File: config.mk
export PLATFORM = sky130hd
export DESIGN_NAME = unidade_controle_sequencia
export DESIGN_NICKNAME = d
export VERILOG_FILES = /design/src/rtl/jogo_pkg.sv /design/src/rtl/contador_timeout.sv /design/src/rtl/unidade_controle_sequencia.sv
export SDC_FILE = /design/constraint.sdc
export NUM_CORES = 1
export LEC_CHECK = 0
export BUFFER_PORTS_ARGS = -buffer_cell sky130_fd_sc_hd__buf_4
export CAP_MARGIN = 0
export CORE_MARGIN = 2
export CORE_UTILIZATION = 40
export DETAILED_ROUTE_END_ITERATION = 12
export GPL_TIMING_DRIVEN = 1
export PLACE_DENSITY_LB_ADDON = 0.1
export SYNTH_ARGS = -nofsm -noshare
export SYNTH_HDL_FRONTEND = slang
export SYNTH_SLANG_ARGS = --single-unit
export TNS_END_PERCENT = 5
File: constraint.sdc
create_clock -name clock -period 2.1 [get_ports clock]
set_input_delay 0.42 -clock clock [delete_from_list [all_inputs] [get_ports clock]]
set_output_delay 0.42 -clock clock [all_outputs]
set_load 0.02 [all_outputs]
File: src/rtl/jogo_pkg.sv
// Shared definitions for the memory-game controller.
// Holds the state encoding (the 7-segment debug display decodes these codes)
// and the default per-play response timeout.
package jogo_pkg;

    // State codes are exported on db_estado, so the values are fixed.
    typedef enum logic [3:0] {
        Inicial    = 4'h0,
        Prepara    = 4'h1,
        NovaSeq    = 4'h2,
        Espera     = 4'h3,
        Registra   = 4'h4,
        Compara    = 4'h5,
        ProxJogada = 4'h6,
        ProxSeq    = 4'h7,
        FimAcerto  = 4'hA,
        FimTimeout = 4'hD,
        FimErro    = 4'hE
    } estado_e;

    localparam int unsigned TimeoutDefault = 3000;
    localparam int unsigned TwDefault      = 12;

endpackage

File: src/rtl/contador_timeout.sv
// Per-play response timer.
// Ports:
//   clock  - system clock, rising edge
//   reset  - asynchronous, active-low; clears the count
//   clear  - synchronous clear (held while the FSM is outside ESPERA)
//   enable - count one step per cycle
//   fim    - count has reached TIMEOUT-1 (never asserted when TIMEOUT == 0)
// The count saturates at TIMEOUT-1 instead of wrapping.
module contador_timeout
    import jogo_pkg::*;
#(
    parameter int unsigned TIMEOUT = TimeoutDefault,
    parameter int unsigned TW      = TwDefault
) (
    input  logic clock,
    input  logic reset,
    input  logic clear,
    input  logic enable,
    output logic fim
);

    // With the timeout disabled the limit collapses to 0, which also holds the count at 0.
    localparam logic [TW-1:0] Limite = (TIMEOUT == 0) ? '0 : TW'(TIMEOUT - 1);

    logic [TW-1:0] cnt_q, cnt_d;

    always_comb begin
        cnt_d = cnt_q;
        if (clear) begin
            cnt_d = '0;
        end else if (enable && (cnt_q != Limite)) begin
            cnt_d = cnt_q + TW'(1);
        end
    end

    always_ff @(posedge clock or negedge reset) begin
        if (!reset) begin
            cnt_q <= '0;
        end else begin
            cnt_q <= cnt_d;
        end
    end

    assign fim = (TIMEOUT != 0) && (cnt_q == Limite);

endmodule

File: src/rtl/unidade_controle_sequencia.sv
// Moore control unit for the growing-sequence memory game.
// Round k replays addresses 0..k; each play must match memory before the timeout.
// Ports:
//   clock, reset                     - clock (rising edge), async active-low reset
//   iniciar                          - start/restart request (level)
//   tem_jogada                       - one-cycle pulse, new play available
//   jogadaIgualMemoria               - play register equals memory at current address
//   enderecoIgualSequencia           - address counter equals sequence limit
//   fimS                             - sequence limit is at its last round
//   zeraE/contaE, zeraS/contaS       - address / sequence-limit counter controls
//   zeraR/registraR                  - play register controls
//   pronto, ganhou, perdeu           - end-of-game flags
//   db_timeout                       - loss caused by timeout
//   db_estado                        - current state code for the debug display
module unidade_controle_sequencia
    import jogo_pkg::*;
#(
    parameter int unsigned TIMEOUT = TimeoutDefault,
    parameter int unsigned TW      = TwDefault
) (
    input  logic       clock,
    input  logic       reset,
    input  logic       iniciar,
    input  logic       tem_jogada,
    input  logic       jogadaIgualMemoria,
    input  logic       enderecoIgualSequencia,
    input  logic       fimS,
    output logic       zeraE,
    output logic       contaE,
    output logic       zeraS,
    output logic       contaS,
    output logic       zeraR,
    output logic       registraR,
    output logic       pronto,
    output logic       ganhou,
    output logic       perdeu,
    output logic       db_timeout,
    output logic [3:0] db_estado
);

    estado_e estado_q, estado_d;
    logic    timer_fim;

    contador_timeout #(
        .TIMEOUT (TIMEOUT),
        .TW      (TW)
    ) u_timer (
        .clock  (clock),
        .reset  (reset),
        .clear  (estado_q != Espera),
        .enable (estado_q == Espera),
        .fim    (timer_fim)
    );

    always_ff @(posedge clock or negedge reset) begin
        if (!reset) begin
            estado_q <= Inicial;
        end else begin
            estado_q <= estado_d;
        end
    end

    // Next-state logic
    always_comb begin
        estado_d = estado_q;
        case (estado_q)
            Inicial:    if (iniciar) estado_d = Prepara;
            Prepara:    estado_d = NovaSeq;
            NovaSeq:    estado_d = Espera;
            Espera: begin
                // A play on the same edge as the timeout wins.
                if (tem_jogada) begin
                    estado_d = Registra;
                end else if (timer_fim) begin
                    estado_d = FimTimeout;
                end
            end
            Registra:   estado_d = Compara;
            Compara: begin
                if (!jogadaIgualMemoria) begin
                    estado_d = FimErro;
                end else if (!enderecoIgualSequencia) begin
                    estado_d = ProxJogada;
                end else if (fimS) begin
                    estado_d = FimAcerto;
                end else begin
                    estado_d = ProxSeq;
                end
            end
            ProxJogada: estado_d = Espera;
            ProxSeq:    estado_d = NovaSeq;
            FimAcerto, FimErro, FimTimeout: begin
                if (iniciar) estado_d = Prepara;
            end
            default:    estado_d = Inicial;
        endcase
    end

    // Moore outputs, decoded from the state register only
    always_comb begin
        zeraE      = 1'b0;
        contaE     = 1'b0;
        zeraS      = 1'b0;
        contaS     = 1'b0;
        zeraR      = 1'b0;
        registraR  = 1'b0;
        pronto     = 1'b0;
        ganhou     = 1'b0;
        perdeu     = 1'b0;
        db_timeout = 1'b0;
        case (estado_q)
            Prepara: begin
                zeraE = 1'b1;
                zeraS = 1'b1;
                zeraR = 1'b1;
            end
            NovaSeq:    zeraE = 1'b1;
            Registra:   registraR = 1'b1;
            ProxJogada: contaE = 1'b1;
            ProxSeq:    contaS = 1'b1;
            FimAcerto: begin
                pronto = 1'b1;
                ganhou = 1'b1;
            end
            FimErro: begin
                pronto = 1'b1;
                perdeu = 1'b1;
            end
            FimTimeout: begin
                pronto     = 1'b1;
                perdeu     = 1'b1;
                db_timeout = 1'b1;
            end
            default: ;
        endcase
    end

    assign db_estado = estado_q;

endmodule

==> results.md <==
* Post-cts sizing count at 0
* Final Power at 0.00128 W
* Row cnt at 17
* Setup Buffers After CTS at 0
* Actual slew at the worst max-slew pin at 415 ps
* Slew Limit Fails at 0
* Initial antenna violation count at 0
* Period minus WS final at 1920 ps
* ANT cells at 0
* Hold buffers post-CTS at 1
* Synthesized area per cell at 8.55 µm²
* Worst Skew at 0.723 ps
* Via/cell ratio at 5.29
* Ys flop type: dfrtp_1
* Root buffer cell: clkbuf_4
* #FFs+latches synth at 16
* DRC at 0
* Ys async rst share at 100%
* Fin Setup TNS at 0 ps
* R2R Setup Slk at 350 ps
* Mapped Cells at 114
* Headroom to the max-slew limit at 72.3%
* Post-Route WL at 1.97 mm
* Drt first pass iters at 4
* Period Utilization, post-route at 91.3%
* DP HPWL at 1.45 mm
* Share of post-route cells with drive strength above 1 at 22.6%
* Synth top cells by count: nor2_1 (17), dfrtp_1 (16), nand2_1 (10), a21oi_1 (7)
* Reg clk slew, reported paths at 90 ps
* CP arrival at 1500 ps
* CTS Buffer Depth at 2
* First-pass GRT wire length at 3.43 mm
* Outcome: finished clean
* Post-Syn Nets at 122
* Vias in the first global route at 776
* Netlist Area Pre-Place at 975 µm²
* # setup viols final at 0
* Largest net degree at the start of global routing at 17
* Top cell type's share of synthesized area at 41.1%
* Routed wire per std cell at 12.2 µm
* CTS tree: yes
* Max VDD drop at 0.000769 V
* Required time of the critical path at 1680 ps
* Power per cell area at 1080 nW/µm²
* Min-Delay Path Depth at 3
* Crit path max fanout at 14
* Chip Width at 53.4 µm
* Cts bufs inserted at 3
* Seq/Total Area, Yosys at 41.1%
* Area contributors post-synth: dfrtp_1 (41%), nor2_1 (6.5%), xnor2_1 (4.5%)
* Global route overflow at 0
* Netlist cell types at 33
* Lkg Pwr at 0.512 nW
* Clk sink count at 16
* Initial DRC count at 19
* Vias at 852
* Highest clock rate at 0.522 GHz
* All-layer global routing usage at 16.6%
* Worst hold-check path type: input pin to register
* Final net count at 142
* Yosys warns at 0
* R2r worst-path depth at 4
* Area added between synthesis and finish at 21.4%
* Final Hold Viols at 0
* Full die area at 2850 µm²
* EDFF count, synth at 0
* Most frequent cell after synthesis: nor2_1
* Core area at 2250 µm²
* FILL cells at 217
* H-tree levels at 1
* RSZ-0062 raised after global routing: false
* Routed Antenna Nets at 0
* Die height at 53.4 µm
* Ports at 21
* Max-Cap Viols at 0
* Clock insertion delay at the later pin of the skew report at 280 ps
* Synth area leader: dfrtp_1
* Startpoint class of the critical path: register
* Crit end category: primary output
* Critical path type: register to primary output
* Initial core utilization at 43.2%
* Global placement routability congestion at 0.756
* I/O Buffers at 20
-- metrics by stage --
| stage | setup slack, ps | utilization (%) | instances | cell area (µm²) | hold WS (ps) |
|---|---|---|---|---|---|
| global route | 23.2 | 52.5 | 161 | 1180 | 462 |
| global placement | 361 | 50.4 | 156 | 1140 | 289 |
| CTS | 170 | 52.5 | 161 | 1180 | 460 |
| floorplan | 36.4 | - | 114 | 975 | 124 |
| detailed placement | 347 | 50.4 | 156 | 1140 | 292 |
| finish | 183 | 52.5 | 161 | 1180 | 452 |
-- cell families (layout without fill, tap and decap cells) --
group / after synthesis / in the layout / share of synthesized area [%]
simple gates: 56 / 56 / 30.8
compound gates: 20 / 20 / 13.0
flops: 16 / 16 / 41.1
buf+inv: 11 / 30 / 4.62
xor+xnor: 8 / 8 / 7.19
mux: 2 / 2 / 2.05
fa+ha+maj: 1 / 1 / 1.28
-- sequential cells by signal, summed over array words and instances, names as in the netlist --
signal and cells:
db_estado 4, u_timer.cnt_q 12
-- routing by layer --
metal | wire length (µm) | GRT usage [%] | share of wire, %
met1 | 1040 | 23.9 | 53
met2 | 803 | 23.5 | 41
met3 | 107 | 5.93 | 5.4
met4 | 11 | 3.85 | 0.56
met5 | 0 | 0 | 0
-- path summary, 6_finish.rpt --
check                                              startpoint                       endpoint
worst max register to register   u_timer.cnt_q[3]$_DFFE_PN0P_       db_estado[3]$_DFFE_PN0P_
worst max-delay path                 db_estado[1]$_DFFE_PN0P_                          zeraR
max in group asynchronous                               reset   u_timer.cnt_q[3]$_DFFE_PN0P_
min in group asynchronous                               reset       db_estado[1]$_DFFE_PN0P_
worst min register to register  u_timer.cnt_q[11]$_DFFE_PN0P_  u_timer.cnt_q[11]$_DFFE_PN0P_
worst min-delay path                               tem_jogada       db_estado[2]$_DFFE_PN0P_
-- power breakdown --
| group | total [W] | internal [W] | switching (W) |
|---|---|---|---|
| logic | 0.000594 | 0.000261 | 0.000333 |
| registers | 0.000488 | 0.000355 | 0.000132 |
| clock network | 0.000197 | 0.000106 | 0.0000919 |
| total | 0.00128 | 0.000722 | 0.000557 |
-- worst max-delay path, cell delays in order, from the launching register on --
cell,delay (ps)
dfrtp_1,520
nand2b_1,240
nor3_1,250
buf_4,200
-- cell type report --
cell class	instances	area [µm²]	share of cell area, %
Multi-Input combinational cell	87	529	44.7
Clock buffer	4	36.3	3.07
Timing Repair Buffer	22	168	14.2
Inverter	4	15.0	1.27
Sequential cell	16	400	33.8
Tap cell	28	35.0	2.96
-- cell usage in the layout, fill, tap and decap left out, drive strengths merged --
master and count:
o41ai 1, buf 21, o21ai 5, nor3 8, nand4b 1, o22ai 1, xnor2 5, ha 1
o31a 1, nand2 10, xor2 3, a211oi 1, nor4 1, or4b 1, or4 1, dlygate4sd3 1
nand3 5, a31oi 2, clkbuf 4, a21oi 7, mux2i 2, nand2b 3, and4 1, nand3b 2
or3 4, inv 4, o31ai 1, dfrtp 16, o21a 1, nand4 2, nor2 17
Power figures use the tool's default switching activity.
